==> src/rtl/keypad_pkg.sv <==
// keypad_pkg: shared definitions for the keypad matrix scanner.
//  - kp_state_e : debounce FSM state encoding
//  - KEY_NONE   : value of the frame-result "none" flag when no key was seen
//  - KP_*       : default matrix geometry and timing
package keypad_pkg;

  typedef enum logic [1:0] {
    ST_IDLE      = 2'd0,
    ST_CONFIRM   = 2'd1,
    ST_PRESSED   = 2'd2,
    ST_RELEASING = 2'd3
  } kp_state_e;

  localparam logic KEY_NONE = 1'b1;

  localparam int KP_ROWS     = 4;
  localparam int KP_COLS     = 4;
  localparam int KP_SCAN_DIV = 4;
  localparam int KP_DEBOUNCE = 3;

endpackage

==> src/rtl/keypad_col_sync.sv <==
// col_sync: W-wide two-flop synchroniser for the asynchronous, active-low
// column returns. Resets to all 1 (no key seen).
//  clk   in  1  system clock
//  rst_n in  1  asynchronous active-low reset
//  d_n   in  W  raw column inputs
//  q_n   out W  synchronised column inputs
module col_sync #(
  parameter int W = 4
) (
  input  logic         clk,
  input  logic         rst_n,
  input  logic [W-1:0] d_n,
  output logic [W-1:0] q_n
);

  logic [W-1:0] meta_q;
  logic [W-1:0] sync_q;

  always_ff @(posedge clk or negedge rst_n) begin
    if (!rst_n) begin
      meta_q <= '1;
      sync_q <= '1;
    end else begin
      meta_q <= d_n;
      sync_q <= meta_q;
    end
  end

  assign q_n = sync_q;

endmodule

==> src/rtl/keypad_scan.sv <==
// keypad_scan: row-scanning matrix keypad reader with frame-level debounce.
//  clk       in  1     system clock
//  rst_n     in  1     asynchronous active-low reset
//  row_n     out ROWS  one-hot-low row drive
//  col_n     in  COLS  active-low column returns (asynchronous)
//  key_code  out CW    last accepted key index (row*COLS+col)
//  key_valid out 1     one-cycle pulse on each accepted press
//  key_held  out 1     high from accept until debounced release
module keypad_scan
  import keypad_pkg::*;
#(
  parameter int ROWS     = KP_ROWS,
  parameter int COLS     = KP_COLS,
  parameter int SCAN_DIV = KP_SCAN_DIV,
  parameter int DEBOUNCE = KP_DEBOUNCE,
  parameter int CW       = $clog2(ROWS*COLS)
) (
  input  logic            clk,
  input  logic            rst_n,
  output logic [ROWS-1:0] row_n,
  input  logic [COLS-1:0] col_n,
  output logic [CW-1:0]   key_code,
  output logic            key_valid,
  output logic            key_held
);

  localparam int SW = $clog2(SCAN_DIV);
  localparam int RW = $clog2(ROWS);
  localparam int NW = $clog2(DEBOUNCE+1);

  logic [COLS-1:0] col_s;
  logic [SW-1:0]   slot_q, slot_d;
  logic [RW-1:0]   row_q, row_d;
  logic            hit_q, hit_d;
  logic [CW-1:0]   acc_q, acc_d;
  kp_state_e       state_q, state_d;
  logic [CW-1:0]   cand_q, cand_d;
  logic [NW-1:0]   cnt_q, cnt_d, cnt_inc;
  logic [CW-1:0]   code_q, code_d;
  logic            valid_q, valid_d;
  logic            held_q, held_d;

  logic            slot_last, frame_end, col_hit, is_none, at_deb;
  int              col_idx;
  logic [CW-1:0]   cur_key, frame_key;

  col_sync #(.W(COLS)) u_sync (
    .clk   (clk),
    .rst_n (rst_n),
    .d_n   (col_n),
    .q_n   (col_s)
  );

  assign slot_last = (slot_q == SW'(SCAN_DIV-1));
  assign frame_end = slot_last && (row_q == RW'(ROWS-1));

  // Lowest pressed column of the row currently driven.
  always_comb begin
    col_hit = 1'b0;
    col_idx = 0;
    for (int c = COLS-1; c >= 0; c--) begin
      if (!col_s[c]) begin
        col_hit = 1'b1;
        col_idx = c;
      end
    end
  end

  assign cur_key = CW'(int'(row_q) * COLS + col_idx);

  // Rows are scanned in ascending order, so the first hit of a frame is the
  // lowest index; the final slot's own sample is folded in at frame end.
  assign is_none   = ((hit_q || (slot_last && col_hit)) ? ~KEY_NONE : KEY_NONE) == KEY_NONE;
  assign frame_key = hit_q ? acc_q : cur_key;

  assign cnt_inc = (cnt_q >= NW'(DEBOUNCE)) ? cnt_q : cnt_q + NW'(1);
  assign at_deb  = (cnt_inc == NW'(DEBOUNCE));

  always_comb begin
    slot_d = slot_last ? '0 : slot_q + SW'(1);
    row_d  = row_q;
    if (slot_last) row_d = (row_q == RW'(ROWS-1)) ? '0 : row_q + RW'(1);

    hit_d = hit_q;
    acc_d = acc_q;
    if (slot_last && col_hit && !hit_q) begin
      hit_d = 1'b1;
      acc_d = cur_key;
    end
    if (frame_end) hit_d = 1'b0;

    state_d = state_q;
    cand_d  = cand_q;
    cnt_d   = cnt_q;
    code_d  = code_q;
    valid_d = 1'b0;
    held_d  = held_q;
    if (frame_end) begin
      case (state_q)
        ST_IDLE: begin
          if (!is_none) begin
            cand_d = frame_key;
            cnt_d  = NW'(1);
            if (DEBOUNCE == 1) begin
              state_d = ST_PRESSED;
              code_d  = frame_key;
              valid_d = 1'b1;
              held_d  = 1'b1;
            end else begin
              state_d = ST_CONFIRM;
            end
          end
        end
        ST_CONFIRM: begin
          if (is_none) begin
            state_d = ST_IDLE;
          end else if (frame_key == cand_q) begin
            cnt_d = cnt_inc;
            if (at_deb) begin
              state_d = ST_PRESSED;
              code_d  = frame_key;
              valid_d = 1'b1;
              held_d  = 1'b1;
            end
          end else begin
            cand_d = frame_key;
            cnt_d  = NW'(1);
          end
        end
        ST_PRESSED: begin
          // No rollover: a second key while held is ignored.
          if (is_none) begin
            cnt_d = NW'(1);
            if (DEBOUNCE == 1) begin
              state_d = ST_IDLE;
              held_d  = 1'b0;
            end else begin
              state_d = ST_RELEASING;
            end
          end
        end
        ST_RELEASING: begin
          if (is_none) begin
            cnt_d = cnt_inc;
            if (at_deb) begin
              state_d = ST_IDLE;
              held_d  = 1'b0;
            end
          end else if (frame_key == code_q) begin
            state_d = ST_PRESSED;  // release bounce, same key back
          end else begin
            state_d = ST_CONFIRM;
            cand_d  = frame_key;
            cnt_d   = NW'(1);
            held_d  = 1'b0;
          end
        end
        default: state_d = ST_IDLE;
      endcase
    end
  end

  always_ff @(posedge clk or negedge rst_n) begin
    if (!rst_n) begin
      slot_q  <= '0;
      row_q   <= '0;
      hit_q   <= 1'b0;
      acc_q   <= '0;
      state_q <= ST_IDLE;
      cand_q  <= '0;
      cnt_q   <= '0;
      code_q  <= '0;
      valid_q <= 1'b0;
      held_q  <= 1'b0;
    end else begin
      slot_q  <= slot_d;
      row_q   <= row_d;
      hit_q   <= hit_d;
      acc_q   <= acc_d;
      state_q <= state_d;
      cand_q  <= cand_d;
      cnt_q   <= cnt_d;
      code_q  <= code_d;
      valid_q <= valid_d;
      held_q  <= held_d;
    end
  end

  assign row_n     = ~(ROWS'(1) << row_q);
  assign key_code  = code_q;
  assign key_valid = valid_q;
  assign key_held  = held_q;

endmodule

==> config.mk <==
export PLATFORM = sky130hd
export DESIGN_NAME = keypad_scan
export DESIGN_NICKNAME = d
export VERILOG_FILES = /design/src/rtl/keypad_pkg.sv /design/src/rtl/keypad_col_sync.sv /design/src/rtl/keypad_scan.sv
export SDC_FILE = /design/constraint.sdc
export NUM_CORES = 1
export LEC_CHECK = 0
export CAP_MARGIN = 30
export CELL_PAD_IN_SITES_DETAIL_PLACEMENT = 0
export CELL_PAD_IN_SITES_GLOBAL_PLACEMENT = 1
export CORE_AREA = 3 3 77 61
export DETAILED_ROUTE_END_ITERATION = 8
export DIE_AREA = 0 0 80 64
export HOLD_SLACK_MARGIN = 0.06
export PLACE_DENSITY = 0.8
export SYNTH_ARGS = -nofsm -noshare
export SYNTH_HDL_FRONTEND = slang
export SYNTH_SLANG_ARGS = --single-unit
==> constraint.sdc <==
create_clock -name clk -period 2.9 [get_ports clk]
set_input_delay 0.58 -clock clk [delete_from_list [all_inputs] [get_ports clk]]
set_output_delay 0.58 -clock clk [all_outputs]
set_load 0.02 [all_outputs]
==> impl_results.md <==
* Die height at 64 um
* GR Util All Layers at 13.1%
* Hold buffers post-CTS at 0
* Post-CTS Setup Inserts at 0
* Hold crit path type: flip-flop to flip-flop
* Fin crit period at 2380 ps
* Vias in the first global route at 1102
* CORE AREA at 0.00400 mm^2
* CTS tree: yes
* Clock buffer depth at 2
* Initial DRC Count at 86
* Syn Nets at 150
* Peak VDD IR at 310 uV
* Drc violations at 0
* CP Capture Type: flip-flop
* Final wirelength at 2890 um
* Buffers on Ports at 15
* Via density at 5.04
* Final period util at 82.2%
* Final Hold Viols at 0
* Setup TNS Final at 0 ps
* Largest net degree at the start of global routing at 32
* Cts repair resizes at 0
* Max_slew headroom at 72.1%
* Detail Route Antenna Nets at 0
* CP delay by family, top: compound AO/OA/AOI/OAI gates
* Clock buffer count from CTS at 5
* Status: complete, no violations
* Worst EP required at 3070 ps
* Critical path type: flip-flop to flip-flop
* CTS root buf: clkbuf_8
* Fillcell total at 381
* Layout cells sized above 1 at 20.1%
* DRT Pass-1 Iters at 4
* Worst Path Buf+Inv at 0
* Yosys cell types at 38
* Routed WL per cell at 13.5 um
* Core Rows at 20
* DIE AREA at 0.00512 mm^2
* Starting Density at 39.1%
* Startpoint types: flip-flop
* GPL Wtd Cong at 0.777
* Worst Path Max Fanout at 8
* Static leakage at 0.831 nW
* Cell Pwr Density at 506 mW/mm^2
* H-tree depth at 2
* Reg clk slew, reported paths at 70 ps
* WP data arrival at 2560 ps
* First-pass GRT wire length at 5150 um
* Yosys reg bits at 31
* Layout area overhead at 18.1%
* Diode count at 0
* Vias post-DR at 1079
* Final HPWL DP at 2080 um
* Register area share after synthesis at 50.2%
* Sequential cell area at 786 um^2
* Max_cap viols at 0
* Syn Inst Count at 139
* Post-synth ARST share at 100%
* Final setup vio count at 0
* EDFF count, synth at 0
* Critical Path Max Stage Delay at 560 ps
* I/O Pins at 16
* Area of the multi-input gates at 709 um^2
* Worst hold margin at 356 ps
* Nets at 169
* RSZ-0062 raised after global routing: no
* CTS Sinks at 31
* Max Clk Rate at 419 MHz
* Antenna violations before repair at 0
* Chip width at 80 um
* Clock latency on the worst-skew pair at 280 ps
* Fin Clk Skew at 4.65 ps
* Synth warn at 0
* Max-slew violation count at 0
* Post-synthesis cell area at 0.00157 mm^2
* Slowest-stage cell, CP: dfrtp_1
* Overflow after GRT at 0
* Syn avg cell area at 11.3 um^2
* Worst-Margin Slew at 415 ps
* Top_reg_cell synth: dfrtp_1
* CP cell instances: mux2i_1 -> a31oi_2 -> xor2_1 -> or3_1 -> a31o_4 -> mux2_4
layout by cell type (no fill, tap or decap), types with 2 or more instances in the layout:
master,Yosys,routed
clkbuf_8,0,5
dfstp_2,8,8
a22oi_1,2,2
nand2_1,17,17
xnor2_2,2,2
mux2_1,6,6
clkinv_2,0,3
ha_1,5,5
dfrtp_1,23,23
a21oi_1,6,6
nand4_1,2,2
mux2_2,2,2
mux2_4,3,3
clkdlybuf4s50_1,0,15
xnor2_1,2,2
o211ai_1,2,2
xor2_1,4,4
nand2b_1,2,2
and2_1,3,3
inv_1,10,10
buf_4,0,2
nand3_1,2,2
o21ai_0,11,11
nor2_1,6,6
flip-flops by register name (all words and copies together), names as in the netlist:
register	cells
acc_q	4
cand_q	4
cnt_q	2
hit_q	1
key_code	4
key_held	1
key_valid	1
row_q	2
slot_q	2
state_q	2
u_sync.meta_q	4
u_sync.q_n	4
through the flow:
stage	instance area, um^2	setup slack, ps	power (mW)	instances	utilization (%)
floorplan	1570	792	0.577	139	-
global placement	1770	564	0.610	206	44.1
detailed placement	1770	538	0.614	206	44.1
CTS	1850	512	0.946	214	46.2
global route	1850	365	0.988	214	46.2
finish	1850	515	0.937	214	46.2
final timing paths:
path | endpoint | start | slack (ps) | cells past startpoint
worst max register to register | cnt_q[0]$_DFFE_PN0P_ | hit_q$_DFFE_PN0P_ | 520 | 6
worst min register to register | u_sync.q_n[0]$_DFF_PN1_ | u_sync.meta_q[0]$_DFF_PN1_ | 360 | 0
min in group asynchronous | key_code[0]$_DFFE_PN0P_ | rst_n | 680 | 2
max in group asynchronous | u_sync.meta_q[3]$_DFF_PN1_ | rst_n | 1900 | 2
worst max-delay path | cnt_q[0]$_DFFE_PN0P_ | hit_q$_DFFE_PN0P_ | 520 | 6
worst min-delay path | u_sync.q_n[0]$_DFF_PN1_ | u_sync.meta_q[0]$_DFF_PN1_ | 360 | 0
synthesized netlist by cell type (all sizes together), types with 3 or more instances:
library cell,count,area (um^2)
dfstp,8,210
xnor2,4,50.1
dfrtp,23,576
nand2,17,63.8
a21oi,6,30.0
clkbuf,3,11.3
ha,5,62.6
xor2,4,35.0
o21ai,11,55.1
mux2,11,135
and2,3,18.8
inv,10,37.5
nor2,6,22.5
nand4,3,25.0
where the power goes:
group	leakage, nW	switching, mW	internal, mW	total (mW)
sequential	0.386	0.0323	0.463	0.495
combinational	0.398	0.0604	0.0519	0.112
clock	0.0477	0.166	0.164	0.329
total	0.831	0.258	0.678	0.937
logic make-up (layout without fill, tap and decap cells):
kind of cell    Yosys count  in the layout  share of synthesized area [%]
simple gates             38             38                           12.6
flops                    31             31                           50.2
compound gates           30             30                           14.0
buf+inv                  15             35                           4.55
mux                      12             12                           9.26
xor+xnor                  8              8                           5.43
fa+ha+maj                 5              5                           3.99
cell type report:
class / instances / share of cell area [%]
flip-flops and latches: 31 / 42.5
multi-input cells: 93 / 38.3
well taps: 55 / 3.72
clock inverters: 3 / 0.811
inverters: 10 / 2.03
clock buffers: 5 / 3.72
repair buffers: 17 / 8.92
routing by layer:
| metal | global-route usage (%) | part of all wire (%) | vias up |
|---|---|---|---|
| met2 | 19.6 | 47 | 26 |
| met4 | 6.54 | 1.8 | 0 |
| met3 | 4.51 | 5.1 | 8 |
| met5 | 0 | 0 | - |
| met1 | 16.7 | 46 | 527 |
| li1 | - | - | 518 |
Note: power is estimated with default switching activity, not from simulation.
